File: src/rtl/uart_mmio_ctrl_pkg.sv
// Shared constants for the memory-mapped UART controller: register offsets,
// status/interrupt bit positions, reset values and TX drain FSM states.
package uart_mmio_ctrl_pkg;

  localparam int OFF_UBRR = 0;
  localparam int OFF_UCSZ = 1;
  localparam int OFF_UCR  = 2;
  localparam int OFF_UDR  = 3;
  localparam int OFF_USR  = 4;
  localparam int OFF_IER  = 5;

  localparam int USR_TX_NFULL  = 0;
  localparam int USR_RX_NEMPTY = 1;
  localparam int USR_TX_IDLE   = 2;
  localparam int USR_OVERRUN   = 3;

  localparam int IER_RX  = 0;
  localparam int IER_TX  = 1;
  localparam int IER_OVR = 2;

  localparam logic [3:0] UCSZ_RST = 4'd8;
  localparam logic [1:0] UCR_RST  = 2'b00;

  typedef enum logic [1:0] {
    ST_IDLE      = 2'd0,
    ST_LOAD      = 2'd1,
    ST_WAIT_BUSY = 2'd2,
    ST_WAIT_DONE = 2'd3
  } tx_state_t;

  // Word address of a register, truncated to the bus width.
  function automatic logic [31:0] reg_addr(input logic [31:0] base, input int offset);
    return base + 32'(offset);
  endfunction

endpackage

File: src/rtl/uart_mmio_ctrl_if.sv
// CPU data-bus view of the UART controller: address, strobes, data and the
// stall handshake that freezes the CPU while a TX push cannot be taken.
interface uart_mmio_ctrl_if #(
  parameter int ADDR_W = 32
);
  logic [ADDR_W-1:0] addr;
  logic              re;
  logic              we;
  logic [31:0]       wdata;
  logic [31:0]       rdata;
  logic              stall;

  modport master (output addr, re, we, wdata, input rdata, stall);
  modport slave  (input addr, re, we, wdata, output rdata, stall);
endinterface

File: src/rtl/uart_mmio_ctrl_sync_fifo.sv
// Single-clock FIFO with power-of-two depth; pointers wrap naturally and the
// occupancy count is one bit wider than the pointers. Push while full is
// accepted only when a pop happens in the same cycle.
module sync_fifo #(
  parameter int WIDTH = 8,
  parameter int DEPTH = 8
) (
  input  logic                     clk,
  input  logic                     rst,
  input  logic                     push,
  input  logic                     pop,
  input  logic [WIDTH-1:0]         din,
  output logic [WIDTH-1:0]         dout,
  output logic                     full,
  output logic                     empty,
  output logic [$clog2(DEPTH):0]   count
);
  localparam int PW = $clog2(DEPTH);

  logic [WIDTH-1:0] mem [DEPTH];
  logic [PW-1:0]    wr_ptr;
  logic [PW-1:0]    rd_ptr;
  logic             do_push;
  logic             do_pop;

  assign full    = (count == (PW+1)'(DEPTH));
  assign empty   = (count == '0);
  assign do_pop  = pop && !empty;
  assign do_push = push && (!full || do_pop);
  assign dout    = mem[rd_ptr];

  always_ff @(posedge clk) begin
    if (do_push) mem[wr_ptr] <= din;
  end

  always_ff @(posedge clk or negedge rst) begin
    if (!rst) begin
      wr_ptr <= '0;
      rd_ptr <= '0;
      count  <= '0;
    end else begin
      if (do_push) wr_ptr <= wr_ptr + 1'b1;
      if (do_pop)  rd_ptr <= rd_ptr + 1'b1;
      case ({do_push, do_pop})
        2'b10:   count <= count + 1'b1;
        2'b01:   count <= count - 1'b1;
        default: count <= count;
      endcase
    end
  end
endmodule

File: src/rtl/uart_mmio_ctrl.sv
// Memory-mapped UART controller: register decode, TX/RX FIFOs and TX drain FSM.
// Optional interrupt logic is built when UART_MMIO_IRQ_EN is defined.
module uart_mmio_ctrl
  import uart_mmio_ctrl_pkg::*;
#(
  parameter logic [31:0] BASE_ADDR = 32'h40,
  parameter int          ADDR_W    = 32,
  parameter int          TX_DEPTH  = 8,
  parameter int          RX_DEPTH  = 8,
  parameter logic [11:0] UBRR_RST  = 12'd103
) (
  input  logic             clk,
  input  logic             rst,
  uart_mmio_ctrl_if.slave  bus,
  output logic [11:0]      ubrr,
  output logic [3:0]       ucsz,
  output logic [1:0]       ucr,
  output logic [7:0]       tx_data,
  output logic             tx_start,
  input  logic             tx_busy,
  input  logic [7:0]       rx_data,
  input  logic             rx_valid,
  output logic             irq
);
  localparam int TX_CW = $clog2(TX_DEPTH) + 1;
  localparam int RX_CW = $clog2(RX_DEPTH) + 1;

  logic [ADDR_W-1:0] off;
  logic sel_ubrr, sel_ucsz, sel_ucr, sel_udr, sel_usr, sel_ier;
  logic stall_i, wr_en;
  logic overrun;
  logic [2:0] ier;

  logic             tx_push, tx_pop, tx_full, tx_empty;
  logic [7:0]       tx_head;
  logic [TX_CW-1:0] tx_count;
  logic             rx_push, rx_pop, rx_full, rx_empty, rx_take, ovr_set;
  logic [7:0]       rx_head;
  logic [RX_CW-1:0] rx_count;

  tx_state_t  state, state_nxt;
  logic [1:0] wait_cnt;
  logic       tx_idle;
  logic [31:0] usr;
  logic [31:0] rdata_i;
  logic        unused_bits;

  assign off      = bus.addr - ADDR_W'(BASE_ADDR);
  assign sel_ubrr = (off == ADDR_W'(OFF_UBRR));
  assign sel_ucsz = (off == ADDR_W'(OFF_UCSZ));
  assign sel_ucr  = (off == ADDR_W'(OFF_UCR));
  assign sel_udr  = (off == ADDR_W'(OFF_UDR));
  assign sel_usr  = (off == ADDR_W'(OFF_USR));
  assign sel_ier  = (off == ADDR_W'(OFF_IER));

  // A UDR write into a full TX FIFO freezes the CPU until the FSM frees a slot.
  assign stall_i   = bus.we && sel_udr && tx_full;
  assign bus.stall = stall_i;
  assign wr_en     = bus.we && !stall_i;

  assign tx_push = bus.we && sel_udr && !tx_full;
  assign rx_pop  = bus.re && sel_udr && !rx_empty && !stall_i;
  assign rx_take = ucr[1] && rx_valid;
  assign rx_push = rx_take && (!rx_full || rx_pop);
  assign ovr_set = rx_take && rx_full && !rx_pop;

  assign unused_bits = ^bus.wdata[31:12];

  sync_fifo #(.WIDTH(8), .DEPTH(TX_DEPTH)) u_tx_fifo (
    .clk(clk), .rst(rst), .push(tx_push), .pop(tx_pop), .din(bus.wdata[7:0]),
    .dout(tx_head), .full(tx_full), .empty(tx_empty), .count(tx_count)
  );

  sync_fifo #(.WIDTH(8), .DEPTH(RX_DEPTH)) u_rx_fifo (
    .clk(clk), .rst(rst), .push(rx_push), .pop(rx_pop), .din(rx_data),
    .dout(rx_head), .full(rx_full), .empty(rx_empty), .count(rx_count)
  );

  // Overrun set wins over a same-cycle software clear so no drop goes unseen.
  always_ff @(posedge clk or negedge rst) begin
    if (!rst) begin
      ubrr    <= UBRR_RST;
      ucsz    <= UCSZ_RST;
      ucr     <= UCR_RST;
      overrun <= 1'b0;
    end else begin
      if (wr_en && sel_ubrr) ubrr <= bus.wdata[11:0];
      if (wr_en && sel_ucsz) ucsz <= bus.wdata[3:0];
      if (wr_en && sel_ucr)  ucr  <= bus.wdata[1:0];
      if (ovr_set)
        overrun <= 1'b1;
      else if (wr_en && sel_usr && bus.wdata[USR_OVERRUN])
        overrun <= 1'b0;
    end
  end

`ifdef UART_MMIO_IRQ_EN
  always_ff @(posedge clk or negedge rst) begin
    if (!rst) begin
      ier <= 3'b000;
      irq <= 1'b0;
    end else begin
      if (wr_en && sel_ier) ier <= bus.wdata[2:0];
      irq <= (ier[IER_RX] & ~rx_empty) | (ier[IER_TX] & tx_empty) | (ier[IER_OVR] & overrun);
    end
  end
`else
  assign ier = 3'b000;
  assign irq = 1'b0;
`endif

  // tx_start is registered so it rises together with the freshly loaded tx_data.
  always_ff @(posedge clk or negedge rst) begin
    if (!rst) begin
      state    <= ST_IDLE;
      wait_cnt <= 2'd0;
      tx_data  <= 8'h00;
      tx_start <= 1'b0;
    end else begin
      state    <= state_nxt;
      tx_start <= (state == ST_LOAD);
      if (state == ST_LOAD) tx_data <= tx_head;
      wait_cnt <= (state == ST_WAIT_BUSY) ? wait_cnt + 2'd1 : 2'd0;
    end
  end

  always_comb begin
    state_nxt = state;
    tx_pop    = 1'b0;
    case (state)
      ST_IDLE:      if (ucr[0] && !tx_empty && !tx_busy) state_nxt = ST_LOAD;
      ST_LOAD: begin
        tx_pop    = 1'b1;
        state_nxt = ST_WAIT_BUSY;
      end
      ST_WAIT_BUSY: begin
        if (tx_busy)               state_nxt = ST_WAIT_DONE;
        else if (wait_cnt == 2'd3) state_nxt = ST_IDLE;
      end
      ST_WAIT_DONE: if (!tx_busy) state_nxt = ST_IDLE;
      default:      state_nxt = ST_IDLE;
    endcase
  end

  assign tx_idle = tx_empty && (state == ST_IDLE);
  assign usr = {8'h00, 8'(rx_count), 8'(tx_count), 4'h0,
                overrun, tx_idle, !rx_empty, !tx_full};

  always_comb begin
    rdata_i = 32'h0;
    if (sel_ubrr)     rdata_i = {20'h0, ubrr};
    else if (sel_ucsz) rdata_i = {28'h0, ucsz};
    else if (sel_ucr)  rdata_i = {30'h0, ucr};
    else if (sel_udr)  rdata_i = rx_empty ? 32'h0 : {24'h0, rx_head};
    else if (sel_usr)  rdata_i = usr;
    else if (sel_ier)  rdata_i = {29'h0, ier};
  end

  assign bus.rdata = rdata_i;
endmodule

File: src/flat_wrapper.sv
// flat-port wrapper written by rule: the top's interface ports become plain ports
module uart_mmio_ctrl_flat import uart_mmio_ctrl_pkg::*;
#(
  parameter logic [31:0] BASE_ADDR = 32'h40,
  parameter int          ADDR_W    = 32,
  parameter int          TX_DEPTH  = 8,
  parameter int          RX_DEPTH  = 8,
  parameter logic [11:0] UBRR_RST  = 12'd103
)
  (clk, rst, ubrr, ucsz, ucr, tx_data, tx_start, tx_busy, rx_data, rx_valid, irq, bus_addr, bus_re, bus_we, bus_wdata, bus_rdata, bus_stall);
  uart_mmio_ctrl_if #(.ADDR_W(ADDR_W)) bus_i ();
  input  logic clk;
  input  logic rst;
  output logic [11:0] ubrr;
  output logic [3:0] ucsz;
  output logic [1:0] ucr;
  output logic [7:0] tx_data;
  output logic tx_start;
  input  logic tx_busy;
  input  logic [7:0] rx_data;
  input  logic rx_valid;
  output logic irq;
  input wire logic [$bits(bus_i.addr)-1:0] bus_addr;
  input wire logic [$bits(bus_i.re)-1:0] bus_re;
  input wire logic [$bits(bus_i.we)-1:0] bus_we;
  input wire logic [$bits(bus_i.wdata)-1:0] bus_wdata;
  output wire logic [$bits(bus_i.rdata)-1:0] bus_rdata;
  output wire logic [$bits(bus_i.stall)-1:0] bus_stall;
  assign bus_i.addr = bus_addr;
  assign bus_i.re = bus_re;
  assign bus_i.we = bus_we;
  assign bus_i.wdata = bus_wdata;
  assign bus_rdata = bus_i.rdata;
  assign bus_stall = bus_i.stall;
  uart_mmio_ctrl #(.BASE_ADDR(BASE_ADDR), .ADDR_W(ADDR_W), .TX_DEPTH(TX_DEPTH), .RX_DEPTH(RX_DEPTH), .UBRR_RST(UBRR_RST)) u_core (.clk(clk), .rst(rst), .bus(bus_i), .ubrr(ubrr), .ucsz(ucsz), .ucr(ucr), .tx_data(tx_data), .tx_start(tx_start), .tx_busy(tx_busy), .rx_data(rx_data), .rx_valid(rx_valid), .irq(irq));
endmodule
File: config.mk
export PLATFORM = sky130hd
export DESIGN_NAME = uart_mmio_ctrl_flat
export DESIGN_NICKNAME = d
export VERILOG_FILES = /design/src/rtl/uart_mmio_ctrl_pkg.sv /design/src/rtl/uart_mmio_ctrl_if.sv /design/src/rtl/uart_mmio_ctrl_sync_fifo.sv /design/src/rtl/uart_mmio_ctrl.sv /design/src/flat_wrapper.sv
export SDC_FILE = /design/constraint.sdc
export NUM_CORES = 1
export LEC_CHECK = 0
export CORE_MARGIN = 2
export CORE_UTILIZATION = 47
export CTS_CLUSTER_DIAMETER = 150
export DETAILED_ROUTE_END_ITERATION = 8
export GPL_TIMING_DRIVEN = 1
export PLACE_DENSITY_LB_ADDON = 0.25
export SYNTH_ARGS = -nofsm -noshare
export SYNTH_HDL_FRONTEND = slang
export SYNTH_HIERARCHICAL = 1
export SYNTH_SLANG_ARGS = --single-unit
File: constraint.sdc
create_clock -name clk -period 3.4 [get_ports clk]
set_clock_uncertainty 0.05 [all_clocks]
set_input_delay 0.34 -clock clk [delete_from_list [all_inputs] [get_ports clk]]
set_output_delay 0.34 -clock clk [all_outputs]
set_load 0.05 [all_outputs]
# [Yosys cells after proc, flatten, opt, wreduce, memory -nomap -nowiden]
# Memory sizes are Yosys's and may differ from the RTL's. A register that Yosys moved wholly into a read port is not among the register bits.
# Cells that the tools add are included.
# W data, S select, Z words.
[word_totals] regBits=44 ram_bits=128 input_bits=78 out_inout_bits=61 memories=2
[op_classes] addsub=10 eq_ne=17 n_mux=21 n_reduce_logical=42
[mem_list] memory="u_core.u_rx_fifo.mem" words=8 width=8 read_ports=1 rd_clocked_by_memory_dff=0 write_ports=1 line="uart_mmio_ctrl_sync_fifo.sv:20" text="logic [WIDTH-1:0] mem [DEPTH];"
[mem_list] memory="u_core.u_tx_fifo.mem" words=8 width=8 read_ports=1 rd_clocked_by_memory_dff=1 write_ports=1 line="uart_mmio_ctrl_sync_fifo.sv:20"
[op_table] op="$mux W32" count=4
[op_table] op="$eq A32 B2 Y1 const B" count=2
[op_table] op="$eq A32 B1 Y1 const B" count=1
[op_table] op="$eq A32 B3 Y1 const B" count=1
[op_table] op="$logic_not A32 Y1" count=1
[op_table] op="$sub A32 B7 Y32 const B" count=1
[op_table] op="$logic_and A1 B1 Y1" count=23
[op_table] op="$mux W20" count=1
[op_table] op="$pmux W4 S2" count=2
[op_table] op="$add A3 B1 Y3 const B" count=4
[op_table] op="$eq A2 B2 Y1 const B" count=5
[op_table] op="$mux W2" count=5
[op_table] op="$add A4 B1 Y4 const B" count=2
[op_table] op="$eq A4 B4 Y1 const B" count=2
[op_table] op="$logic_not A1 Y1" count=8
[op_table] op="$logic_not A4 Y1" count=2
[op_table] op="$mux W8" count=1
[op_table] op="$pmux W2 S4" count=1
[op_table] op="$sub A4 B1 Y4 const B" count=2
[op_table] op="$mux W1" count=7
[op_table] op="$eq A2 B1 Y1 const B" count=3
[op_table] op="$reduce_bool A2 Y1" count=3
[op_table] op="$logic_or A1 B1 Y1" count=3
[op_table] op="$ne A3 B3 Y1 const B" count=1
[op_table] op="5 further kinds" count=5

# [Longest topological paths before layout]
[logic_depth] ltp_word=11 ltp_mapped=15 depth_no_buf=13

# [Modules after synthesis]
# Netlist, hierarchy kept.
[by_module_without_submodules] module="sync_fifo at u_core.u_rx_fifo" n_inst=1 cells_per_inst=164 area_each_um2=3155.5
[by_module_without_submodules] module="sync_fifo at u_core.u_tx_fifo" n_inst=1 cells_per_inst=162 area_each_um2=3150.5
[by_module_without_submodules] module="uart_mmio_ctrl" n_inst=1 cells_per_inst=186 area_each_um2=1943.1

# [Worst setup path after synthesis]
# No wires, ideal clock.
[synth_timing] path_type="in2reg" startpoint="in bus_addr[14]" endpoint="reg u_core.u_rx_fifo.count[3]" arrival_time_ns=3.527 required_ns=3.281 path_slack_ns=-0.247 stages=14 n_path_buf=2 cell_sequence="nor4_1 nand4_1 a311o_1 buf_6 nor3_1 o211a_1 buf_2 or2_2 inv_1 ha_1 or2_2 nand3_1 mux2_2 nand3b_1"
[synth_between] elab_chain_cells=11 elab_cells_between_ends=17 cone_classes="add/sub: 1; eq/ne: 3; mux: 1; reduce/logical: 12"
[synth_rtl] element="start, declared" line="flat_wrapper.sv:23" text="input wire logic [$bits(bus_i.addr)-1:0] bus_addr;"
[synth_rtl] element="$sub A32 B7 Y32 (*)" line="uart_mmio_ctrl.sv:48" text="assign off = bus.addr - ADDR_W'(BASE_ADDR);"
[synth_rtl] element="$eq A32 B2 Y1 (*)" line="uart_mmio_ctrl.sv:52" text="assign sel_udr = (off == ADDR_W'(OFF_UDR));"
[synth_rtl] element="$logic_and A1 B1 Y1 (2 in series)" line="uart_mmio_ctrl.sv:57" text="assign stall_i = bus.we && sel_udr && tx_full;"
[synth_rtl] element="$logic_not A1 Y1" line="uart_mmio_ctrl.sv:62" text="assign rx_pop = bus.re && sel_udr && !rx_empty && !stall_i;"
[synth_rtl] element="$logic_and A1 B1 Y1 (*)" line="uart_mmio_ctrl.sv:62"
[synth_rtl] element="via u_core.rx_pop" line="uart_mmio_ctrl.sv:37" text="logic rx_push, rx_pop, rx_full, rx_empty, rx_take, ovr_set;"
[synth_rtl] element="$logic_or A1 B1 Y1 (*)" line="uart_mmio_ctrl.sv:64" text="assign rx_push = rx_take && (!rx_full || rx_pop);"
[synth_rtl] element="$logic_and A1 B1 Y1 (*)" line="uart_mmio_ctrl.sv:64"
[synth_rtl] element="via u_core.rx_push" line="uart_mmio_ctrl.sv:37"
[synth_rtl] element="$logic_and A1 B1 Y1 (*)" line="uart_mmio_ctrl_sync_fifo.sv:29" text="assign do_push = push && (!full || do_pop);"
[synth_rtl] element="$eq A2 B1 Y1 or $eq A2 B2 Y1 (tied branches)" line="uart_mmio_ctrl_sync_fifo.sv:44" text="case ({do_push, do_pop})"
[synth_rtl] element="$pmux W4 S2 or $reduce_bool A2 Y1 (tied branches)"
[synth_rtl] element="end signal, assigned" line="uart_mmio_ctrl_sync_fifo.sv:45" text="2'b10: count <= count + 1'b1;"
[synth_rtl] element="end signal, assigned" line="uart_mmio_ctrl_sync_fifo.sv:46" text="2'b01: count <= count - 1'b1;"
[synth_rtl] element="end signal, assigned" line="uart_mmio_ctrl_sync_fifo.sv:47" text="default: count <= count;"
[synth_rtl] element="end, declared" line="uart_mmio_ctrl_sync_fifo.sv:16" text="output logic [$clog2(DEPTH):0] count"
# The timed path passes the listed nets; every way through them passes the cells marked *.
# A chain may end at the register's enable or synchronous reset.

# [Worst setup path in the final report]
[layout_timing] startpoint="in bus_addr[6]" endpoint="reg u_core.u_tx_fifo.count[3]"
[layout_between] elab_chain_cells=7 elab_cells_between_ends=9 cone_classes="add/sub: 1; eq/ne: 3; mux: 1; reduce/logical: 4"
[layout_rtl] element="$sub A32 B7 Y32 (*)" line="uart_mmio_ctrl.sv:48"
[layout_rtl] element="$eq A32 B2 Y1 (*)" line="uart_mmio_ctrl.sv:52"
[layout_rtl] element="$logic_and A1 B1 Y1 (*) (2 in series)" line="uart_mmio_ctrl.sv:61" text="assign tx_push = bus.we && sel_udr && !tx_full;"
[layout_rtl] element="via u_core.tx_push" line="uart_mmio_ctrl.sv:34" text="logic tx_push, tx_pop, tx_full, tx_empty;"
[layout_rtl] element="$logic_and A1 B1 Y1 (*)" line="uart_mmio_ctrl_sync_fifo.sv:29"
[layout_rtl] element="$eq A2 B1 Y1 or $eq A2 B2 Y1 (tied branches)" line="uart_mmio_ctrl_sync_fifo.sv:44"
[layout_rtl] element="$pmux W4 S2 or $reduce_bool A2 Y1 (tied branches)"
[layout_rtl] element="end signal, assigned" line="uart_mmio_ctrl_sync_fifo.sv:45"
[layout_rtl] element="end signal, assigned" line="uart_mmio_ctrl_sync_fifo.sv:46"
[layout_rtl] element="end signal, assigned" line="uart_mmio_ctrl_sync_fifo.sv:47"
[layout_rtl] element="end, declared" line="uart_mmio_ctrl_sync_fifo.sv:16"
# Marked as above.

==> flow_metrics.py <==
metrics = {
    "hold_path": {
        "hp-class": "primary input to async pin",
    },
    "power_and_ir_drop": {
        "netSwitchingFraction_pct": 21.24,
        "p_leak_nw": 3.956,
        "ir_worst_vdd_mv": 0.5417,
        "clkPwrFrac_pct": 42.2,
        "sequentialPowerShare_pct": 53.5,
        "p_comb_share_pct": 4.2,
        "p_int_w": 0.003465,
        "power_switching_w": 0.0009344,
        "power.density_mw_per_mm2": 422.6,
    },
    "die": {
        "pin_count": 139,
        "core_sq_mm": 0.01724,
        "rows": 48,
        "die_h_um": 136.5,
        "die-area_sq_mm": 0.01863,
        "die_w_um": 136.5,
        "initial_core_util_pct": 47.86,
    },
    "detailed_routing": {
        "drt_iter0_drc": 206,
        "wire_per_inst_um": 18.42,
        "ant_nets": 0,
        "first_pass_iters": 4,
        "vias": 4729,
        "drt-total-wl_mm": 16.47,
        "viasPerCell": 5.290,
        "drc": 0,
    },
    "critical_path": {
        "worstSetupPathType": "primary input to flip-flop",
        "end_kind": "flip-flop",
        "slowest_stage": "clkdlybuf4s50_1",
        "crit_family": "simple AND/OR/NAND/NOR gates",
        "cp_common_cell": "or2_2",
        "critical_path_buf_inv_count": 2,
        "crit_path_max_fanout": 6,
        "cp.arrival_ns": 3.58,
        "cp_data_required_time_ns": 3.72,
        "crit_path_max_incr_delay_ns": 0.54,
        "cp-start-kind": "primary input",
        "cp_cell_sequence": "clkdlybuf4s50_1 > nor4b_2 > nand4_1 > a311o_2 > or2_1 > nor3_1 > or2_2 > inv_1 > ha_1 > or2_2 > nand3_1 > mux2_2 > nand3b_1",
    },
    "synthesis": {
        "synthCells": 512,
        "synth_edf_count": 128,
        "syn_area_sq_mm": 0.008249,
        "synthAdderAreaFrac_pct": 1.850,
        "ys_ff_latch": 180,
        "synthMuxAreaShare_pct": 18.29,
        "synth_compound_area_share_pct": 3.731,
        "synth_warnings": 6,
        "synth-main-ff-cell": "edfxtp_1",
        "synthSimpleGateAreaFrac_pct": 8.069,
        "synth_cell_types": 56,
        "syn_area_per_cell_sq_um": 16.11,
        "synthArstFlopShare_pct": 28.89,
        "synth-seq-area-share_pct": 62.46,
        "synth-xor-area-share_pct": 1.380,
        "synth_top_family_by_area": "multiplexers",
    },
    "grt": {
        "antenna_found_initial": 0,
        "grt_max_degree": 46,
        "grt-ovfl-total": 0,
        "grt_pass1_wl_mm": 26.08,
        "grt_usage_pct": 19.04,
        "grt_pass1_vias": 4932,
    },
    "sta": {
        "worst_pin_slew_ns": 1.078,
        "slew_viol_final": 0,
        "max_freq_mhz": 306.7,
        "rsz0062_at_grt": "false",
        "fin_crit_sh_pct": 95.91,
        "finalWorstSetupSlack_ns": 0.1390,
        "hold_violations": 0,
        "period_minus_slack_ns": 3.261,
        "final-setup-viol-count": 0,
        "maxSlewHeadroom_pct": 28.13,
        "finalHoldWorstSlack_ns": 0.05849,
    },
    "cts": {
        "cts_root_buf": "clkbuf_16",
        "clock_latency_ns": 0.43,
        "tritoncts": "yes",
        "cts_buffers": 17,
        "cts.sinks": 180,
        "clk_pin_slew_ns": 0.07,
        "cts_hold_buf": 0,
        "htreeDepth": 4,
        "clock_path_buffers": 2,
    },
    "placement": {
        "port_buffers": 101,
        "dp_slack_ns": -0.3101,
        "dp_hpwl_mm": 12.14,
        "placed_cells": 862,
        "gp_congestion": 0.8643,
    },
    "layout": {
        "most-common-layout-cells": "128 x edfxtp_1, 83 x clkdlybuf4s50_1, 50 x buf_4",
        "nets": 745,
        "num_antenna_cells": 0,
        "drive_gt1_share_pct": 25.26,
        "area_growth_pct": 26.21,
        "instances_no_fill": 894,
        "final_common_cell": "edfxtp_1",
    },
    "run_status": {
        "status": "completed",
    },
    "run": {
        "timing.max_cap.violations": 0,
    },
}
==> layer usage <==
metal	routed length, um	vias up	track usage [%]
met5	0	-	0
met3	596	27	4.623
met2	8963	108	34.06
met1	6432	2362	21.89
met4	474	0	7.581
li1	-	2232	-
==> synth_stat cells (4+ instances only) <==
cell type    n  area share, %
nor3_1      10           0.61
or3_1        4           0.30
or2_2        4           0.30
nor2_1      37            1.7
mux2i_1     12            1.5
clkbuf_1     8           0.36
o21ai_0     10           0.61
and3_1       4           0.30
ha_1         9            1.4
nor4_1       6           0.46
xnor2_1      9           0.96
dfrtp_1     46             14
dfstp_2      6            1.9
mux4_1      32             10
a22oi_1      4           0.36
edfxtp_1   128             47
nor2b_1      6           0.46
nand2b_1    10           0.76
buf_6        7           0.96
inv_1       14           0.64
buf_4       17            1.5
xor2_1       4           0.42
nand2_1     18           0.82
a21oi_1      4           0.24
buf_1        4           0.18
nand3_1      8           0.49
mux2_2      46            6.3
nand3b_1     4           0.36
==> layout make-up <==
cell class / instances / area [sq um]
Clock inverter: 14 / 127.6
Multi-Input combinational cell: 293 / 2825
Sequential cell: 180 / 5154
Fill cell: 1293 / 6825
Clock buffer: 18 / 439.2
Tap cell: 225 / 281.5
Inverter: 14 / 52.55
Timing Repair Buffer: 150 / 1531
==> repair_timing <==
item	in CTS	in global routing
endpoints found under the setup margin	0	3
setup buffers	0	0
resized for setup	0	3
==> through the flow <==
stage | power, W | util, % | instance area (sq um) | setup TNS [ns]
after floorplan | 0.002486 | - | 8314 | 0
after global placement | 0.002580 | 57.06 | 9836 | -0.4909
after detailed placement | 0.002587 | 57.06 | 9836 | -4.484
after CTS | 0.004450 | 60.35 | 10400 | 0
after global routing | 0.004555 | 60.40 | 10410 | 0
final | 0.004399 | 60.40 | 10410 | 0
==> registers in the layout (all words and copies together), names as in the netlist <==
name,cells
u_core/u_tx_fifo/count,4
u_core/ucr,2
u_core/u_tx_fifo/wr_ptr,3
u_core/tx_data,8
u_core/tx_start,1
u_core/u_rx_fifo/count,4
u_core/overrun,1
u_core/u_tx_fifo/mem,64
u_core/u_rx_fifo/wr_ptr,3
u_core/state,2
u_core/u_tx_fifo/rd_ptr,3
u_core/ubrr,12
u_core/u_rx_fifo/mem,64
u_core/ucsz,4
u_core/wait_cnt,2
u_core/u_rx_fifo/rd_ptr,3
==> path summary, 6_finish.rpt <==
kind / to / slack (ns) / depth (start not counted) / startpoint
max: u_core/u_tx_fifo/count[3]$_DFFE_PN0P_ / 0.14 / 13 / bus_addr[6]
min: u_core/tx_data[5]$_DFFE_PN0P_ / 0.06 / 1 / rst
max reg2reg: u_core/u_rx_fifo/count[3]$_DFFE_PN0P_ / 0.24 / 13 / u_core/u_rx_fifo/count[1]$_DFFE_PN0P_
min reg2reg: u_core/wait_cnt[0]$_DFF_PN0_ / 0.39 / 1 / u_core/wait_cnt[0]$_DFF_PN0_
max in group asynchronous: u_core/ubrr[0]$_DFFE_PN1P_ / 2.42 / 2 / rst
min in group clk: u_core/wait_cnt[0]$_DFF_PN0_ / 0.39 / 1 / u_core/wait_cnt[0]$_DFF_PN0_
==> logic make-up (layout without fill, tap and decap cells) <==
group	after synthesis	after routing
multiplexers	92	92
adder cells (fa/ha/maj)	11	11
other	1	17
AND/OR/NAND/NOR	122	122
AO/OA/AOI/OAI	38	38
flip-flops	180	180
buffers and inverters	55	196
XOR/XNOR	13	13
==> worst reg2reg max path, stage by stage, from the launching register on <==
cell and delay (ns):
dfrtp_1 0.41, or3_1 0.41, nor2_1 0.19, nor2_1 0.12, nand3_1 0.15, nor3_4 0.07
o211a_1 0.24, or2_2 0.32, inv_1 0.09, ha_1 0.24, or2_2 0.29, nand3_1 0.11
mux2_2 0.34, nand3b_1 0.08
==> power groups by stage <==
stage	clock [W]	sequential [W]	combinational [W]
5_1_grt	0.00200	0.00235	0.000202
3_5_place_dp	0	0.00240	0.000187
2_1_floorplan	0	0.00240	0.0000854
4_1_cts	0.00191	0.00235	0.000188
3_3_place_gp	0	0.00240	0.000181
6_report	0.00186	0.00235	0.000187
No activity file was read; power rests on OpenSTA's default activity.
